## config.mk

```make
export PLATFORM = sky130hd
export DESIGN_NAME = urp_pcie_fc_scheduler
export DESIGN_NICKNAME = d
export VERILOG_FILES = /design/src/rtl/urp_pcie_fc_scheduler.sv
export SDC_FILE = /design/constraint.sdc
export NUM_CORES = 1
export LEC_CHECK = 0
export CAP_MARGIN = 10
export CORE_AREA = 2 2 414 416
export CTS_CLUSTER_SIZE = 12
export DETAILED_ROUTE_END_ITERATION = 16
export DIE_AREA = 0 0 416 418
export PLACE_DENSITY = 0.3
export SLEW_MARGIN = 20
export SYNTH_ARGS = -nofsm -noshare
export SYNTH_HDL_FRONTEND = slang
export SYNTH_SLANG_ARGS = --single-unit
```

## constraint.sdc

```tcl
create_clock -name clk -period 5.8 [get_ports clk]
set_input_delay 1.16 -clock clk [delete_from_list [all_inputs] [get_ports clk]]
set_output_delay 1.16 -clock clk [all_outputs]
set_load 0.1 [all_outputs]
```

## src/rtl/urp_pcie_fc_scheduler.sv

```systemverilog
// ---------------------------------------------------------------------------
// urp_pcie_fc_scheduler
// Credit-aware TLP scheduler. It picks one of the Posted (0), Non-Posted (1)
// and Completion (2) header queues per cycle for the single TX link path.
// A class may be picked only when its header and data flow-control credits
// cover the TLP. Classes that may be picked are served round-robin.
// Credits are consumed on grant and replenished by UpdateFC returns.
// There is a single registered output stage, so one TLP per cycle is possible.
//
// Ports (per-class buses are packed, class c at [c*W +: W]):
//   clk, rst_n        clock, asynchronous active-low reset
//   cfg_init_i        pulse: load credit limits and enable scheduling
//   cfg_hcred_i       initial header credits per class (0 = infinite)
//   cfg_dcred_i       initial data credits per class (0 = infinite)
//   src_valid_i       per-class TLP pending
//   src_ready_o       per-class accept this cycle (one-hot or zero)
//   src_data_i        per-class TLP header
//   src_dcred_i       per-class data credits the TLP needs
//   ret_valid_i       per-class credit return strobe
//   ret_hcred_i       per-class header credits returned
//   ret_dcred_i       per-class data credits returned
//   dst_valid_o       output TLP valid
//   dst_ready_i       link side accepts
//   dst_data_o        granted TLP header
//   dst_class_o       class id of dst_data_o
//   cred_blocked_o    registered: valid but credits insufficient
// ---------------------------------------------------------------------------
module urp_pcie_fc_scheduler #(
    parameter int N_CLASS   = 3,
    parameter int DATA_SIZE = 224,
    parameter int HCRED_W   = 8,
    parameter int DCRED_W   = 12
) (
    input  logic                           clk,
    input  logic                           rst_n,
    input  logic                           cfg_init_i,
    input  logic [N_CLASS*HCRED_W-1:0]     cfg_hcred_i,
    input  logic [N_CLASS*DCRED_W-1:0]     cfg_dcred_i,
    input  logic [N_CLASS-1:0]             src_valid_i,
    output logic [N_CLASS-1:0]             src_ready_o,
    input  logic [N_CLASS*DATA_SIZE-1:0]   src_data_i,
    input  logic [N_CLASS*DCRED_W-1:0]     src_dcred_i,
    input  logic [N_CLASS-1:0]             ret_valid_i,
    input  logic [N_CLASS*HCRED_W-1:0]     ret_hcred_i,
    input  logic [N_CLASS*DCRED_W-1:0]     ret_dcred_i,
    output logic                           dst_valid_o,
    input  logic                           dst_ready_i,
    output logic [DATA_SIZE-1:0]           dst_data_o,
    output logic [1:0]                     dst_class_o,
    output logic [N_CLASS-1:0]             cred_blocked_o
);

    typedef enum logic {UNINIT, RUN} state_t;

    state_t                 state_q, state_d;
    logic [HCRED_W-1:0]     hcred_q [N_CLASS];
    logic [HCRED_W-1:0]     hcred_d [N_CLASS];
    logic [DCRED_W-1:0]     dcred_q [N_CLASS];
    logic [DCRED_W-1:0]     dcred_d [N_CLASS];
    logic [N_CLASS-1:0]     inf_h_q, inf_h_d, inf_d_q, inf_d_d;
    logic [1:0]             rr_q, rr_d;
    logic                   dst_valid_q, dst_valid_d;
    logic [DATA_SIZE-1:0]   dst_data_q, dst_data_d;
    logic [1:0]             dst_class_q, dst_class_d;
    logic [N_CLASS-1:0]     blk_q, blk_d;

    logic                   run;
    logic                   slot_free;
    logic [N_CLASS-1:0]     elig;
    logic [N_CLASS-1:0]     grant;
    logic                   gnt_any;
    logic [1:0]             gnt_idx;

    // Returns are added first and clipped at all-ones, then the grant cost
    // is removed; the cost never exceeds the pre-return value because
    // eligibility was checked against it.
    function automatic logic [HCRED_W-1:0] upd_h(input logic [HCRED_W-1:0] cur,
                                                 input logic add_en,
                                                 input logic [HCRED_W-1:0] add,
                                                 input logic take);
        logic [HCRED_W:0] sum;
        sum = {1'b0, cur} + (add_en ? {1'b0, add} : '0);
        if (sum[HCRED_W]) sum = {1'b0, {HCRED_W{1'b1}}};
        if (take) sum = sum - (HCRED_W+1)'(1);
        return sum[HCRED_W-1:0];
    endfunction

    function automatic logic [DCRED_W-1:0] upd_d(input logic [DCRED_W-1:0] cur,
                                                 input logic add_en,
                                                 input logic [DCRED_W-1:0] add,
                                                 input logic [DCRED_W-1:0] cost);
        logic [DCRED_W:0] sum;
        sum = {1'b0, cur} + (add_en ? {1'b0, add} : '0);
        if (sum[DCRED_W]) sum = {1'b0, {DCRED_W{1'b1}}};
        sum = sum - {1'b0, cost};
        return sum[DCRED_W-1:0];
    endfunction

    assign run       = (state_q == RUN);
    assign slot_free = !dst_valid_q || dst_ready_i;

    always_comb begin
        state_d = state_q;
        if (cfg_init_i) state_d = RUN;
    end

    always_comb begin
        elig = '0;
        for (int c = 0; c < N_CLASS; c++) begin
            elig[c] = run && src_valid_i[c]
                   && (inf_h_q[c] || (hcred_q[c] != '0))
                   && (inf_d_q[c] || (dcred_q[c] >= src_dcred_i[c*DCRED_W +: DCRED_W]));
        end
    end

    // Round-robin search starting at rr_q; a credit-blocked class is simply
    // skipped so it cannot stall the others, and rr_q only moves on a grant.
    always_comb begin
        logic [2:0] idx;
        idx     = '0;
        grant   = '0;
        gnt_any = 1'b0;
        gnt_idx = '0;
        if (slot_free && !cfg_init_i) begin
            for (int k = 0; k < N_CLASS; k++) begin
                idx = {1'b0, rr_q} + 3'(k);
                if (idx >= 3'(N_CLASS)) idx = idx - 3'(N_CLASS);
                if (!gnt_any && elig[idx[1:0]]) begin
                    gnt_any = 1'b1;
                    gnt_idx = idx[1:0];
                end
            end
        end
        if (gnt_any) grant[gnt_idx] = 1'b1;
    end

    always_comb begin
        for (int c = 0; c < N_CLASS; c++) begin
            hcred_d[c] = hcred_q[c];
            dcred_d[c] = dcred_q[c];
        end
        inf_h_d = inf_h_q;
        inf_d_d = inf_d_q;
        for (int c = 0; c < N_CLASS; c++) begin
            if (cfg_init_i) begin
                hcred_d[c] = cfg_hcred_i[c*HCRED_W +: HCRED_W];
                dcred_d[c] = cfg_dcred_i[c*DCRED_W +: DCRED_W];
                inf_h_d[c] = (cfg_hcred_i[c*HCRED_W +: HCRED_W] == '0);
                inf_d_d[c] = (cfg_dcred_i[c*DCRED_W +: DCRED_W] == '0);
            end else begin
                // Infinite counters stay frozen: no decrement and no returns.
                if (!inf_h_q[c])
                    hcred_d[c] = upd_h(hcred_q[c], ret_valid_i[c],
                                       ret_hcred_i[c*HCRED_W +: HCRED_W], grant[c]);
                if (!inf_d_q[c])
                    dcred_d[c] = upd_d(dcred_q[c], ret_valid_i[c],
                                       ret_dcred_i[c*DCRED_W +: DCRED_W],
                                       grant[c] ? src_dcred_i[c*DCRED_W +: DCRED_W] : '0);
            end
        end
    end

    always_comb begin
        dst_valid_d = dst_valid_q;
        dst_data_d  = dst_data_q;
        dst_class_d = dst_class_q;
        rr_d        = rr_q;
        // During a cfg_init_i cycle the output register is left untouched.
        if (!cfg_init_i && slot_free) begin
            dst_valid_d = gnt_any;
            if (gnt_any) begin
                dst_data_d  = src_data_i[int'(gnt_idx)*DATA_SIZE +: DATA_SIZE];
                dst_class_d = gnt_idx;
                rr_d        = (gnt_idx == 2'(N_CLASS-1)) ? 2'd0 : gnt_idx + 2'd1;
            end
        end
        blk_d = src_valid_i & ~elig & {N_CLASS{run}};
    end

    always_ff @(posedge clk or negedge rst_n) begin
        if (!rst_n) begin
            state_q     <= UNINIT;
            for (int c = 0; c < N_CLASS; c++) begin
                hcred_q[c] <= '0;
                dcred_q[c] <= '0;
            end
            inf_h_q     <= '0;
            inf_d_q     <= '0;
            rr_q        <= '0;
            dst_valid_q <= 1'b0;
            dst_data_q  <= '0;
            dst_class_q <= '0;
            blk_q       <= '0;
        end else begin
            state_q     <= state_d;
            for (int c = 0; c < N_CLASS; c++) begin
                hcred_q[c] <= hcred_d[c];
                dcred_q[c] <= dcred_d[c];
            end
            inf_h_q     <= inf_h_d;
            inf_d_q     <= inf_d_d;
            rr_q        <= rr_d;
            dst_valid_q <= dst_valid_d;
            dst_data_q  <= dst_data_d;
            dst_class_q <= dst_class_d;
            blk_q       <= blk_d;
        end
    end

    assign src_ready_o    = grant;
    assign dst_valid_o    = dst_valid_q;
    assign dst_data_o     = dst_data_q;
    assign dst_class_o    = dst_class_q;
    assign cred_blocked_o = blk_q;

endmodule

```

# After elaboration in Yosys (flattened, before gate mapping)
# Cells that the tools add are included.
[totals]
elab_cells = 157
input_bits = 838
register_bits = 299
[op_classes]
n_reduce_logical = 34
bitwise_logic = 3
shifts = 1
n_addsub = 18
n_mul = 1
n_mux = 68
eq_ne = 7
order_cmp = 11
[op_table]
columns = ["op", "count"]
rows = [
  ["$shiftx 672x11->224", 1],
  ["$mux 12", 21],
  ["$mux 8", 21],
  ["$add 12x12->13", 3],
  ["$ge 12x12->1", 3],
  ["$logic_not 12->1", 3],
  ["$sub 12x12->12", 3],
  ["$add 8x8->9", 3],
  ["$logic_not 8->1", 3],
  ["$reduce_bool 8->1", 3],
  ["$sub 8x1->8 const B", 3],
  ["$mux 2", 11],
  ["$logic_and 1x1->1", 13],
  ["$lt 2x3->1 const B", 4],
  ["$ne 2x2->1 const B", 6],
  ["$mux 1", 10],
  ["$logic_or 1x1->1", 7],
  ["$and 3x3->3", 2],
  ["$bmux 1 s2", 3],
  ["$ge 3x2->1 const B", 2],
  ["$sub 2x2->2 const B", 3],
  ["$mul 2x3->5 const B", 1],
  ["$logic_not 1->1", 4],
  ["$add 2x1->3 const B", 1],
  ["other kinds (9)", 9],
]

# Depth between registers and ports, before layout
[depth]
depth_word = 25
ltp_mapped = 25
ltp_nobuf = 24

# Worst setup path before layout
# OpenSTA, ideal clock, no wires.
[synth_timing]
kind = "input-to-reg"
startpoint = "input port src_dcred_i[21]"
endpoint = "register dcred_q[8] (netlist bit)"
cell_stages = 23
t_required_ns = 5.735
t_arrival_ns = 6.081
setup_time_ns = 0.065
path_slack_ns = -0.346
path_cell_list = "inv_1 ha_1 a211oi_1 nor2_1 o41ai_2 a21bo_2 nand2b_1 nand2_1 inv_2 clkbuf_1 buf_2 buf_1 nand2_1 ha_1 nor2b_1 o21ai_0 a21boi_0 o21ai_0 a21boi_0 o21a_1 o21a_1 o31ai_1 o21a_1"
[synth_via]
elab_chain_cells = 24
elab_cells_between_ends = 33
[synth_rtl]
columns = ["item", "line_no", "text"]
rows = [
  ["start, declared", "42", "input logic [N_CLASS*DCRED_W-1:0] src_dcred_i,"],
  ["$ge 12x12->1 *", "112", "&& (inf_d_q[c] || (dcred_q[c] >= src_dcred_i[c*DCRED_W +: DCRED_W]));"],
  ["$logic_or 1x1->1 *", "112", ""],
  ["$logic_and 1x1->1 *", "112", ""],
  ["$bmux 1 s2", "128", "if (!gnt_any && elig[idx[1:0]]) begin"],
  ["$mux 1 (not written as such)", "128", ""],
  ["$mux 1", "128", ""],
  ["$mux 1", "124", "if (slot_free && !cfg_init_i) begin"],
  ["$logic_not 1->1", "128", ""],
  ["[... 9 more ...]", "--", ""],
  ["$mux 1 (not written as such)", "134", "if (gnt_any) grant[gnt_idx] = 1'b1;"],
  ["$demux 1 s2", "134", ""],
  ["$mux 3 *", "134", ""],
  ["via src_ready_o[2]", "40", "output logic [N_CLASS-1:0] src_ready_o,"],
  ["$mux 12 *", "158", "grant[c] ? src_dcred_i[c*DCRED_W +: DCRED_W] : '0);"],
  ["$sub 12x12->12 *", "95", "sum = sum - {1'b0, cost};"],
  ["$mux 12 *", "155", "if (!inf_d_q[c])"],
  ["$mux 12 *", "145", "if (cfg_init_i) begin"],
  ["end signal, assigned by index", "198", "dcred_q[c] <= dcred_d[c];"],
  ["end, declared", "58", "logic [DCRED_W-1:0] dcred_q [N_CLASS];"],
]
# Mark *: on every way through the listed nets, which the timed path passes. The rest lies on a longest branch. The select of a mux whose other input is x is not followed.
# A chain may end at the register's enable or synchronous reset.

# Final worst setup path
[layout_timing]
startpoint = "input port ret_valid_i[0]"
endpoint = "register dcred_q[35] (netlist bit)"
[layout_via]
elab_chain_cells = 8
[layout_rtl]
columns = ["item", "line_no", "text"]
rows = [
  ["start, declared", "43", "input logic [N_CLASS-1:0] ret_valid_i,"],
  ["$mux 12", "93", "sum = {1'b0, cur} + (add_en ? {1'b0, add} : '0);"],
  ["$add 12x12->13", "93", ""],
  ["$mux 12", "94", "if (sum[DCRED_W]) sum = {1'b0, {DCRED_W{1'b1}}};"],
  ["$mux 12", "155", ""],
  ["$mux 12", "145", ""],
  ["$sub 12x12->12", "95", ""],
  ["$mux 12", "155", ""],
  ["$mux 12", "145", ""],
]
# Every way passes these cells. The select of a mux whose other input is x is not followed.

==> flow_metrics.env <==
export IMPL_multi_input_area_sq_mm=0.0111
export IMPL_yosys_area_top_type="dfrtp_1"
export IMPL_netlist_area_sq_mm=0.0195
export IMPL_critPathKind="primary input to register"
export IMPL_grt_pass1_wl_um=217000
export IMPL_cts_made_buffers=47
export IMPL_final_area_sq_mm=0.0356
export IMPL_cts_buffer_depth=3
export IMPL_whs_path_depth=1
export IMPL_avgRoutedWirePerCell_um=29.1
export IMPL_synthTopCellsByArea="dfrtp_1 (38%), a222oi_1 (11%), nand2_1 (11%), ha_1 (8.6%), o21ai_0 (2.1%)"
export IMPL_initial_utilization=0.115
export IMPL_vias=23307
export IMPL_finalCritPeriodShare=0.950
export IMPL_post_synth_most_frequent_cells="nand2_1 (582), dfrtp_1 (299), a222oi_1 (223)"
export IMPL_rsz0062_at_grt="yes"
export IMPL_fin_nets=4361
export IMPL_r2r_setup_slack_ns=1.02
export IMPL_avgSynthCellArea_sq_um=8.78
export IMPL_min_path_type="register to register"
export IMPL_area_growth_pct=82.6
export IMPL_grt_ovfl_total=0
export IMPL_stdcell_count=5661
export IMPL_cp_data_arrival_time_ns=6.02
export IMPL_cp_end_kind="register"
export IMPL_dieArea_sq_mm=0.174
export IMPL_core_region_area_sq_mm=0.169
export IMPL_gp_congestion=0.891
export IMPL_fmax_mhz=182
export IMPL_outcome="finished, final reports clean"
export IMPL_cts_tree="yes"
export IMPL_die_height_um=418
export IMPL_ff2ff_path_depth=18
export IMPL_clk_pin_slew_worst_paths_ns=0.06
export IMPL_synth_edf_count=0
export IMPL_synth_cells=2219
export IMPL_synthFlopType="dfrtp_1"
export IMPL_drc=0
export IMPL_syn_nets=3200
export IMPL_grt_antenna_before_repair=141
export IMPL_grtUsageTotal=0.182
export IMPL_die_w_um=416
export IMPL_seqCellArea_sq_mm=0.00748
export IMPL_cp_start_kind="primary input"
export IMPL_root_buffer="clkbuf_16"
export IMPL_dpl_cell_count=5547
export IMPL_ys_types=75
export IMPL_htreeDepth=2
export IMPL_leakage_uw=0.0145
export IMPL_ant_nets=0
export IMPL_slew_viol_final=0
export IMPL_cts_sinks=299
export IMPL_max_slew_margin=0.204
export IMPL_synth_seq_area_share=0.384
export IMPL_irDropWorstVdd_v=0.000365
export IMPL_viasPerCell=4.12
export IMPL_path_max_fanout=4
export IMPL_placed_area_sq_mm=0.0338
export IMPL_ios=1071
export IMPL_p_per_area_mw_per_mm2=654
export IMPL_dr_pass1_iters=10
export IMPL_rows=151
export IMPL_maxCapViolations=0
export IMPL_hold_path_startpoint="dst_class_o[0]"
export IMPL_clock_latency_ns=0.66
export IMPL_drive_gt1_frac=0.0980
export IMPL_yosys_warnings=0
export IMPL_async_flop_share=1.00
export IMPL_holdPathEnd="dst_class_o[0]"
export IMPL_grt_max_degree=160
export IMPL_crit_start="ret_valid_i[0]"
export IMPL_fillCellCount=18622
export IMPL_total_power_uw=23300
export IMPL_hold_viol_final=0
export IMPL_drt_wl_total_um=165000
export IMPL_setup_viol=0
export IMPL_regToRegEndpoint="dcred_q[35]"
export IMPL_r2r_start="dcred_q[33]"
export IMPL_ys_ff_latch=299
export IMPL_port_buffers=1070
export IMPL_tightest_slew_ns=1.19
export IMPL_cp_required_ns=6.31
export IMPL_synth_most_common_cell="nand2_1"
export IMPL_place_hpwl_um=135000
export IMPL_synth_top_area_share=0.384
export IMPL_grt_pass1_vias=24171
export IMPL_first_iter_violations=2449
export IMPL_fin_crit_ns=5.51
export IMPL_fin_skew_ns=0.0585
export IMPL_cts_hold_repair_buffers=0
-- logic make-up (layout without fill, tap and decap cells) --
| logic type | count (synthesis) | count (layout) | synth area share |
|---|---|---|---|
| buf+inv | 236 | 1435 | 0.0488 |
| flops | 299 | 299 | 0.384 |
| compound gates | 560 | 560 | 0.232 |
| fa+ha+maj | 144 | 144 | 0.0958 |
| xor+xnor | 50 | 50 | 0.0225 |
| mux | 19 | 19 | 0.0108 |
| simple gates | 911 | 911 | 0.206 |
| other cells | 0 | 25 | 0 |
-- through the flow --
stage	hold slack (ns)	setup TNS (ns)	util	worst slack [ns]
6_report	0.476	0	0.210	0.292
5_1_grt	0.480	-0.00168	0.210	-0.00168
4_1_cts	0.478	0	0.210	0.00162
3_5_place_dp	0.465	-9.48	0.200	-0.727
3_3_place_gp	0.463	-8.97	0.200	-0.753
2_1_floorplan	0.476	0	-	0.0765
-- worst max-delay path, stage by stage --
cell and delay (ns):
clkdlybuf4s50_1 0.47, and2_1 0.14, ha_1 0.17, inv_1 0.06
fa_1 0.40, nor2b_1 0.16, o21ai_0 0.10, nand2b_1 0.12
a311oi_2 0.12, buf_4 0.16, o31ai_4 0.24, a21o_1 0.16
a21oi_1 0.08, buf_4 0.16, nor2b_1 0.12, ha_1 0.21
buf_4 0.14, nor2b_1 0.10, o21ai_1 0.09, a21boi_1 0.20
o211ai_1 0.21, a21oi_2 0.21, nor3_1 0.09, or4b_1 0.52
nand4b_1 0.10, or3b_1 0.34
-- worst max-delay path by stage --
stage                  endpoint  slack (ns)  cells after the start
floorplan           dcred_q[35]        0.08                     21
global placement    dcred_q[34]       -0.75                     24
detailed placement  dcred_q[34]       -0.73                     23
CTS                 dcred_q[22]       0.002                     26
global route        dcred_q[34]      -0.002                     26
finish              dcred_q[35]        0.29                     26
-- final cells by class --
class                      instances  share of cell area
antenna                           25             0.00176
clock inverter                    20             0.00693
inverter                          96              0.0103
tap                             2218              0.0780
sequential                       299               0.210
multi-input combinational       1684               0.313
timing repair buffer            1252               0.341
clock buffer                      67              0.0388
-- sequential cells by signal, indices dropped and copies added, names as in the netlist --
register,flops
hcred_q,24
run,1
rr_q,2
inf_h_q,3
dcred_q,36
inf_d_q,3
dst_class_o,2
cred_blocked_o,3
dst_valid_o,1
dst_data_o,224
-- cell usage in the layout (no fill, tap or decap), drive strengths merged, types with 14 or more instances in the layout --
| master | count |
|---|---|
| nor2b | 20 |
| a21oi | 57 |
| o21ai | 87 |
| o21a | 53 |
| a222oi | 223 |
| mux2 | 16 |
| xor2 | 22 |
| clkinv | 15 |
| diode | 25 |
| clkdlybuf4s50 | 1043 |
| nor3 | 39 |
| nor4 | 23 |
| nand2 | 582 |
| dfrtp | 299 |
| buf | 208 |
| and2 | 59 |
| or3 | 14 |
| o211ai | 22 |
| ha | 134 |
| a21o | 17 |
| nand3 | 31 |
| clkbuf | 67 |
| xnor2 | 28 |
| nor2 | 80 |
| inv | 97 |
-- power by group --
group / internal [uW] / switching, uW / total (uW)
registers: 3130 / 776 / 3910
logic: 5180 / 11100 / 16200
clock network: 1800 / 1310 / 3110
-- metal layers --
metal | global-route usage | vias to the layer above | wire length, um
met5 | 0 | - | 340
met2 | 0.329 | 980 | 84300
met1 | 0.214 | 11383 | 64500
met3 | 0.0508 | 282 | 12400
li1 | - | 10610 | -
met4 | 0.0333 | 52 | 3080
-- timing repair --
action,CTS,global route
setup buffers,0,2
gates resized for setup,1,31
endpoints found under the setup margin,2,15
pin swaps,0,6
No activity file was read; power rests on OpenSTA's default activity.
